File: config.mk
export PLATFORM = sky130hd
export DESIGN_NAME = alu_sel_ctrl_flat
export DESIGN_NICKNAME = d
export VERILOG_FILES = /design/src/rtl/alu_sel_ctrl_if.sv /design/src/rtl/alu_sel_ctrl.sv /design/src/flat_wrapper.sv
export SDC_FILE = /design/constraint.sdc
export NUM_CORES = 1
export LEC_CHECK = 0
export ABC_AREA = 1
export CAP_MARGIN = 20
export CORE_ASPECT_RATIO = 0.8
export CORE_UTILIZATION = 34
export DETAILED_ROUTE_END_ITERATION = 10
export PLACE_DENSITY_LB_ADDON = 0.3
export SLEW_MARGIN = 0
export SYNTH_ARGS = -nofsm -noshare
export SYNTH_HDL_FRONTEND = slang
export SYNTH_SLANG_ARGS = --single-unit
File: constraint.sdc
create_clock -name clk -period 1.7 [get_ports clk]
set_clock_uncertainty 0.1 [all_clocks]
set_input_delay 0.255 -clock clk [delete_from_list [all_inputs] [get_ports clk]]
set_output_delay 0.255 -clock clk [all_outputs]
set_load 0.005 [all_outputs]
File: src/rtl/alu_sel_ctrl_if.sv
// Handshake bundle for the operand-select decoder. Upstream offers an instruction
// class and word; downstream receives registered select lines and decode flags.
interface alu_sel_ctrl_if #(
    parameter int CODE_W = 10
);
    logic              in_valid;
    logic              in_ready;
    logic [CODE_W-1:0] code;
    logic [31:0]       insn;
    logic              out_valid;
    logic              out_ready;
    logic              alu_sel_a;
    logic              alu_sel_b;
    logic              is_ecall;
    logic              is_ebreak;
    logic              illegal;
    logic              trap_busy;

    // Upstream/downstream environment side.
    modport master (
        output in_valid, code, insn, out_ready,
        input  in_ready, out_valid, alu_sel_a, alu_sel_b,
               is_ecall, is_ebreak, illegal, trap_busy
    );

    // Decoder side.
    modport slave (
        input  in_valid, code, insn, out_ready,
        output in_ready, out_valid, alu_sel_a, alu_sel_b,
               is_ecall, is_ebreak, illegal, trap_busy
    );
endinterface

File: src/rtl/alu_sel_ctrl.sv
// Registered operand-select decoder with valid/ready handshake. Any ecall, ebreak
// or illegal class code, once handed downstream, stalls the input for TRAP_CYCLES.
module alu_sel_ctrl #(
    parameter int                CODE_W      = 10,
    parameter logic [CODE_W-1:0] SEL_A_MASK  = 10'b0000001001,
    parameter logic [CODE_W-1:0] SEL_B_MASK  = 10'b0111001111,
    parameter int                CSR_IDX     = 9,
    parameter int                TRAP_CYCLES = 2
) (
    input  logic          clk,
    input  logic          rst_n,
    alu_sel_ctrl_if.slave bus
);
    localparam int CNT_W = $clog2(TRAP_CYCLES) + 1;
    localparam logic [CNT_W-1:0] CNT_LOAD = CNT_W'(TRAP_CYCLES - 1);

    typedef enum logic [1:0] {
        IDLE     = 2'd0,
        WAIT_OUT = 2'd1,
        TRAP     = 2'd2
    } state_t;

    state_t           state_reg;
    logic [CNT_W-1:0] cnt_reg;
    logic             out_valid_reg;
    logic             sel_a_reg;
    logic             sel_b_reg;
    logic             ecall_reg;
    logic             ebreak_reg;
    logic             illegal_reg;
    logic             trap_busy_reg;

    logic [CODE_W-1:0] hit_a;
    logic [CODE_W-1:0] hit_b;
    logic              one_hot;
    logic              sys_match;
    logic              sel_a_next;
    logic              sel_b_next;
    logic              ecall_next;
    logic              ebreak_next;
    logic              illegal_next;
    logic              trap_next;
    logic              in_ready_int;
    logic              accept;
    logic              handoff;

    // Per-class mask hits; a one-hot code lights at most one bit of each vector.
    genvar gi;
    generate
        for (gi = 0; gi < CODE_W; gi++) begin : g_class
            assign hit_a[gi] = bus.code[gi] & SEL_A_MASK[gi];
            assign hit_b[gi] = bus.code[gi] & SEL_B_MASK[gi];
        end
    endgenerate

    // Exactly one bit set: nonzero, and clearing the lowest set bit leaves zero.
    assign one_hot = (bus.code != '0) && ((bus.code & (bus.code - CODE_W'(1))) == '0);

    // ECALL/EBREAK encodings differ only in bit 20; everything else must be zero.
    assign sys_match = bus.code[CSR_IDX]
                    && (bus.insn[31:21] == 11'd0)
                    && (bus.insn[19:7]  == 13'd0)
                    && (bus.insn[6:0]   == 7'h73);

    // Combinational decode of the offered instruction; invalid codes force all selects low.
    always_comb begin
        sel_a_next   = one_hot & ((|hit_a) | (bus.code[CSR_IDX] & bus.insn[20]));
        sel_b_next   = one_hot & (|hit_b);
        ecall_next   = one_hot & sys_match & ~bus.insn[20];
        ebreak_next  = one_hot & sys_match &  bus.insn[20];
        illegal_next = ~one_hot;
        trap_next    = ecall_next | ebreak_next | illegal_next;
    end

    assign in_ready_int = rst_n && (state_reg == IDLE) && (!out_valid_reg || bus.out_ready);
    assign accept       = bus.in_valid && in_ready_int;
    assign handoff      = out_valid_reg && bus.out_ready;

    // Output register, valid flag and trap sequencer; reset discards any pending stall.
    always_ff @(posedge clk) begin
        if (!rst_n) begin
            state_reg     <= IDLE;
            cnt_reg       <= '0;
            out_valid_reg <= 1'b0;
            sel_a_reg     <= 1'b0;
            sel_b_reg     <= 1'b0;
            ecall_reg     <= 1'b0;
            ebreak_reg    <= 1'b0;
            illegal_reg   <= 1'b0;
            trap_busy_reg <= 1'b0;
        end else begin
            if (accept) begin
                out_valid_reg <= 1'b1;
                sel_a_reg     <= sel_a_next;
                sel_b_reg     <= sel_b_next;
                ecall_reg     <= ecall_next;
                ebreak_reg    <= ebreak_next;
                illegal_reg   <= illegal_next;
            end else if (handoff) begin
                out_valid_reg <= 1'b0;
            end

            case (state_reg)
                IDLE: begin
                    if (accept && trap_next) begin
                        state_reg <= WAIT_OUT;
                    end
                end
                WAIT_OUT: begin
                    if (handoff) begin
                        state_reg     <= TRAP;
                        cnt_reg       <= CNT_LOAD;
                        trap_busy_reg <= 1'b1;
                    end
                end
                TRAP: begin
                    if (cnt_reg == '0) begin
                        state_reg     <= IDLE;
                        trap_busy_reg <= 1'b0;
                    end else begin
                        cnt_reg <= cnt_reg - CNT_W'(1);
                    end
                end
                default: begin
                    state_reg     <= IDLE;
                    trap_busy_reg <= 1'b0;
                end
            endcase
        end
    end

    assign bus.in_ready  = in_ready_int;
    assign bus.out_valid = out_valid_reg;
    assign bus.alu_sel_a = sel_a_reg;
    assign bus.alu_sel_b = sel_b_reg;
    assign bus.is_ecall  = ecall_reg;
    assign bus.is_ebreak = ebreak_reg;
    assign bus.illegal   = illegal_reg;
    assign bus.trap_busy = trap_busy_reg;
endmodule

File: src/flat_wrapper.sv
// flat-port wrapper written by rule: the top's interface ports become plain ports
module alu_sel_ctrl_flat 
#(
    parameter int                CODE_W      = 10,
    parameter logic [CODE_W-1:0] SEL_A_MASK  = 10'b0000001001,
    parameter logic [CODE_W-1:0] SEL_B_MASK  = 10'b0111001111,
    parameter int                CSR_IDX     = 9,
    parameter int                TRAP_CYCLES = 2
)
  (clk, rst_n, bus_in_valid, bus_code, bus_insn, bus_out_ready, bus_in_ready, bus_out_valid, bus_alu_sel_a, bus_alu_sel_b, bus_is_ecall, bus_is_ebreak, bus_illegal, bus_trap_busy);
  alu_sel_ctrl_if #(.CODE_W(CODE_W)) bus_i ();
  input  logic clk;
  input  logic rst_n;
  input wire logic [$bits(bus_i.in_valid)-1:0] bus_in_valid;
  input wire logic [$bits(bus_i.code)-1:0] bus_code;
  input wire logic [$bits(bus_i.insn)-1:0] bus_insn;
  input wire logic [$bits(bus_i.out_ready)-1:0] bus_out_ready;
  output wire logic [$bits(bus_i.in_ready)-1:0] bus_in_ready;
  output wire logic [$bits(bus_i.out_valid)-1:0] bus_out_valid;
  output wire logic [$bits(bus_i.alu_sel_a)-1:0] bus_alu_sel_a;
  output wire logic [$bits(bus_i.alu_sel_b)-1:0] bus_alu_sel_b;
  output wire logic [$bits(bus_i.is_ecall)-1:0] bus_is_ecall;
  output wire logic [$bits(bus_i.is_ebreak)-1:0] bus_is_ebreak;
  output wire logic [$bits(bus_i.illegal)-1:0] bus_illegal;
  output wire logic [$bits(bus_i.trap_busy)-1:0] bus_trap_busy;
  assign bus_i.in_valid = bus_in_valid;
  assign bus_i.code = bus_code;
  assign bus_i.insn = bus_insn;
  assign bus_i.out_ready = bus_out_ready;
  assign bus_in_ready = bus_i.in_ready;
  assign bus_out_valid = bus_i.out_valid;
  assign bus_alu_sel_a = bus_i.alu_sel_a;
  assign bus_alu_sel_b = bus_i.alu_sel_b;
  assign bus_is_ecall = bus_i.is_ecall;
  assign bus_is_ebreak = bus_i.is_ebreak;
  assign bus_illegal = bus_i.illegal;
  assign bus_trap_busy = bus_i.trap_busy;
  alu_sel_ctrl #(.CODE_W(CODE_W), .SEL_A_MASK(SEL_A_MASK), .SEL_B_MASK(SEL_B_MASK), .CSR_IDX(CSR_IDX), .TRAP_CYCLES(TRAP_CYCLES)) u_core (.clk(clk), .rst_n(rst_n), .bus(bus_i));
endmodule
======== After elaboration in Yosys (flattened, before gate mapping) ========
Index checks and enable logic that the tools add are counted.
cells by class
  add/sub/neg operators ................... 2
  equal/unequal tests ..................... 7
  mux-type cells .......................... 12
  bitwise operators ....................... 13
  reductions and logical operators ........ 24
operators with widths
  kind                     number
  $logic_not A13 Y1        1
  $logic_not A11 Y1        1
  $and A10 B10 Y10         1
  $logic_not A10 Y1        1
  $mux W2                  5
  $reduce_bool A10 Y1      1
  $sub A10 B1 Y10 const B  1
  $logic_and A1 B1 Y1      9
  $reduce_and A3 Y1        3
  $eq A7 B7 Y1 const B     1
  $reduce_or A7 Y1         1
  $and A1 B1 Y1            6
  $pmux W2 S3              1
  $logic_not A2 Y1         2
  $mux W1                  4
  $ne A2 B1 Y1 const B     2
  $ne A2 B2 Y1 const B     2
  $pmux W2 S2              1
  $reduce_bool A2 Y1       2
  $not A1 Y1               3
  $or A1 B1 Y1             3
  $pmux W1 S3              1
  $eq A2 B1 Y1 const B     1
  $eq A2 B2 Y1 const B     1
  4 further kinds          4
storage, ports and cells
  register bits after elaboration ......... 11
  input bits .............................. 46
  output and inout bits ................... 8
  word-level logic and storage cells ...... 67

======== Logic depth before layout (Yosys ltp) ========
  word-level depth ........................ 11
  mapped depth ............................ 10
  gate-level depth less buffers ........... 10

======== Least setup slack after synthesis ========
Ideal clock, no wire load.
  path kind ............................... input -> register
  start ................................... in bus_code[1]
  end ..................................... reg u_core.state_reg[0]
  library setup time ...................... 123 ps
  arrival time ............................ 1039 ps
  required time ........................... 1477 ps
  setup slack ............................. 438 ps
  cell stages on the path ................. 10
  buffers on the path ..................... 0
  cells stage by stage .................... nor2_2 > nand2_1 > nand2_1 > nand2_1 > nor2_2 > nand3_1 > nor2_2 > nand2_1 > nand2_1 > a21oi_1
on the way
  longest elaborated chain between the ends .. 11
  elaborated cells on any way between the ends .. 14
  classes of those cells .................. add/sub: 1; eq/ne: 1; bitwise: 7; reduce/logical: 5
ends and longest elaborated chain
  what                                     line                                    text
  start, declared                          flat_wrapper.sv:15                      input wire logic [$bits(bus_i.code)-1:0] bus_code;
  $sub A10 B1 Y10                          alu_sel_ctrl.sv:57                      assign one_hot = (bus.code != '0) && ((bus.code & (bus.code - CODE_W'(1))) == '0);
  $and A10 B10 Y10                         alu_sel_ctrl.sv:57
  $logic_not A10 Y1                        alu_sel_ctrl.sv:57
  $logic_and A1 B1 Y1 (*)                  alu_sel_ctrl.sv:57
  $and A1 B1 Y1                            alu_sel_ctrl.sv:69, alu_sel_ctrl.sv:70
  $and A1 B1 Y1, on equally long branches  alu_sel_ctrl.sv:69, alu_sel_ctrl.sv:70
  $or A1 B1 Y1                             alu_sel_ctrl.sv:72                      trap_next = ecall_next | ebreak_next | illegal_next;
  $or A1 B1 Y1 (*)                         alu_sel_ctrl.sv:72
  $logic_and A1 B1 Y1 (*)                  alu_sel_ctrl.sv:105                     if (accept && trap_next) begin
  $ne A2 B2 Y1 (no line) (*)               --
  $reduce_and A3 Y1 (no line) (*)          --
  end signal, assigned                     alu_sel_ctrl.sv:82                      state_reg <= IDLE;
  end signal, assigned                     alu_sel_ctrl.sv:106                     state_reg <= WAIT_OUT;
  end signal, assigned                     alu_sel_ctrl.sv:111                     state_reg <= TRAP;
  end, declared                            alu_sel_ctrl.sv:23                      state_t state_reg;
Mark *: on every way between the ends. The rest lies on a longest branch, timed or not.
A chain may end at the register's enable or synchronous reset.

======== Worst setup path after layout ========
  start ................................... in bus_out_ready
  end ..................................... out bus_in_ready
on the way
  longest elaborated chain between the ends .. 2
ends and longest elaborated chain
  what                 line                text
  start, declared      flat_wrapper.sv:17  input wire logic [$bits(bus_i.out_ready)-1:0] bus_out_ready;
  $logic_or A1 B1 Y1   alu_sel_ctrl.sv:75  assign in_ready_int = rst_n && (state_reg == IDLE) && (!out_valid_reg || bus.out_ready);
  $logic_and A1 B1 Y1  alu_sel_ctrl.sv:75
  end, declared        flat_wrapper.sv:18  output wire logic [$bits(bus_i.in_ready)-1:0] bus_in_ready;
Every way passes these cells.

==> results.toml <==
[run_status]
status = "completed"

[job]
cap_violations = 0

[cells_and_area]
nets = 250
fillers = 199
final_cell_mix = "clkdlybuf4s50_1, inv_1, nand2_1, nor2_1, dfxtp_1"
drive_gt1_share_pct = 9.41
final_cells = 227
final_common_cell = "clkdlybuf4s50_1"
final_area_um2 = 1440
n_antenna_cell = 0
syn_to_final_growth_pct = 85.4

[timing]
worst_pin_slew_ps = 277
period_share_pct = 95.1
final.min_clock_period_ps = 1620
final.setup.tns_ps = 0
hold_viol = 0
relSlewSlack_pct = 81.5
whs_ps = 372
setup_violations = 0
finalMaxSlewViolations = 0
max_freq_mhz = 618
final.setup.worst_slack_ps = 83.0
grt_setup_unrepaired = "false"

[critical_path]
end_kind = "primary output"
critPathRequiredTime_ps = 1340
critPathKind = "input pin to primary output"
r2r-start = "u_core.state_reg[1]"
cp-startpoint = "bus_out_ready"
crit_arrival_ps = 1260
cp-start-kind = "input pin"
rrSetupSlack_ps = 430
critPathMaxFanout = 2

[detailed_routing]
wl_per_cell_um = 10.5
dr.max_layer_used = "met4"
wl_met1_um = 928
vias = 1035
wl_met2_um = 1290
ant_nets = 0
first_pass_iters = 4
drc = 0
drt_iter0_drc = 15
routed_wl_um = 2370
wl_met3_um = 131
routed_via_density = 4.56

[logic_synthesis]
avgSynthCellArea_um2 = 5.68
yosys.area.top_type = "dfxtp_1"
synth_cell_types = 18
synth_top_family_by_area = "simple AND/OR/NAND/NOR gates"
ys_async_sr_fraction_pct = 0
synth_compound_area_share_pct = 11.1
synthMuxAreaShare_pct = 0
yosysTopAreaCellShare_pct = 28.3
yosys.area_share.adder_pct = 1.61
synth.ff_latch_count = 11
synthCells = 137
syn-cell-area_um2 = 778
synth_edf_count = 0
ys.flop_type = "dfxtp_1"
yosysWarnings = 0
synth.area.top_cells = "dfxtp_1, inv_1, nand2_1, nor2_1, nand4_1"
syn_nets = 184
seq_area_frac_synth_pct = 28.3
synthXorXnorAreaFrac_pct = 0
synthSimpleGateAreaFrac_pct = 42.1

[clock_network]
clk_latency_ps = 270
root_buffer = "clkbuf_4"
tritoncts = "done"
h-tree-depth = 1
clkTransAtPathRegs_ps = 60
cts_buffer_depth = 2
numCtsBuffers = 3
hold_buffers = 0
cts_sinks = 11

[place]
place_congestion = 0.692
dp_hpwl_um = 1970
dp_worst_setup_slack_ps = -251
post_dp_cell_area_um2 = 1390
placed_cells = 222
portBuffers = 53

[floorplan]
io_pins = 54
row_count = 15
die_y_um = 44.8
die_width_um = 55.5
core_um2 = 2160
initial_core_util_pct = 36.1
die_area_um2 = 2490

[grt]
grt_use_total_pct = 19.8
grt_pass1_vias = 999
grt_overflow = 0
antenna_found_initial = 0
grt_pass1_wl_um = 3810
grt_max_degree = 9

[worst_hold_path]
min_from = "u_core.bus.alu_sel_a"
holdCritPathClass = "register to register"

[power]
p_leak_nw = 0.675
vdd_drop_max_mv = 0.370
powerDensity_nw_per_um2 = 447
==> layer usage <==
metal | GRT usage, % | vias up
li1 | - | 554
met1 | 17.8 | 450
met2 | 41.0 | 27
met3 | 7.16 | 4
met4 | 8.50 | 0
met5 | 0 | -
==> cells in the mapped netlist (4+ instances only) <==
cell	count
a21oi_1	8
dfxtp_1	11
inv_1	34
nand2_1	31
nand3_1	4
nand4_1	7
nor2_1	25
nor2_2	4
o21ai_0	4
==> where the power goes <==
| group | total, mW | switching, mW | internal [mW] |
|---|---|---|---|
| Combinational | 0.199 | 0.0704 | 0.129 |
| Sequential | 0.267 | 0.00371 | 0.264 |
| Clock | 0.178 | 0.0866 | 0.0910 |
| Total | 0.644 | 0.161 | 0.483 |
==> worst paths after layout <==
check	to	depth (start not counted)
max	bus_in_ready	6
min	u_core.bus.alu_sel_a	2
min reg2reg	u_core.bus.alu_sel_a	2
max reg2reg	u_core.cnt_reg[1]	8
==> final cells by class <==
class | count | area, um2 | area share [%]
well taps | 25 | 31.3 | 2.17
inverters | 35 | 131 | 9.11
clock buffers | 4 | 26.3 | 1.82
multi-input cells | 91 | 437 | 30.3
repair buffers | 61 | 597 | 41.4
flip-flops and latches | 11 | 220 | 15.3
==> cells by family after synthesis <==
family / after synthesis
AND/OR/NAND/NOR: 75
buffers and inverters: 35
adder cells (fa/ha/maj): 1
AO/OA/AOI/OAI: 15
flip-flops: 11
==> stage by stage <==
| stage | power, mW | utilization, % |
|---|---|---|
| after floorplan | 0.329 | - |
| after global placement | 0.466 | 64.5 |
| after detailed placement | 0.473 | 64.5 |
| after CTS | 0.655 | 65.7 |
| after global routing | 0.692 | 66.8 |
| final | 0.644 | 66.8 |
==> timing repair <==
action | in CTS | in global routing
pin swaps | 0 | 3
buffers inserted | 0 | 1
endpoints found under the setup margin | 1 | 5
endpoints found under the hold margin | 0 | 0
resized for setup | 1 | 5
==> critical path: stages <==
cell and delay (ps):
clkdlybuf4s50_1 480, inv_1 40, nand2_1 60, nand2_1 50
nor2_1 120, dlygate4sd2_1 250
(Power assumes the default switching activity.)
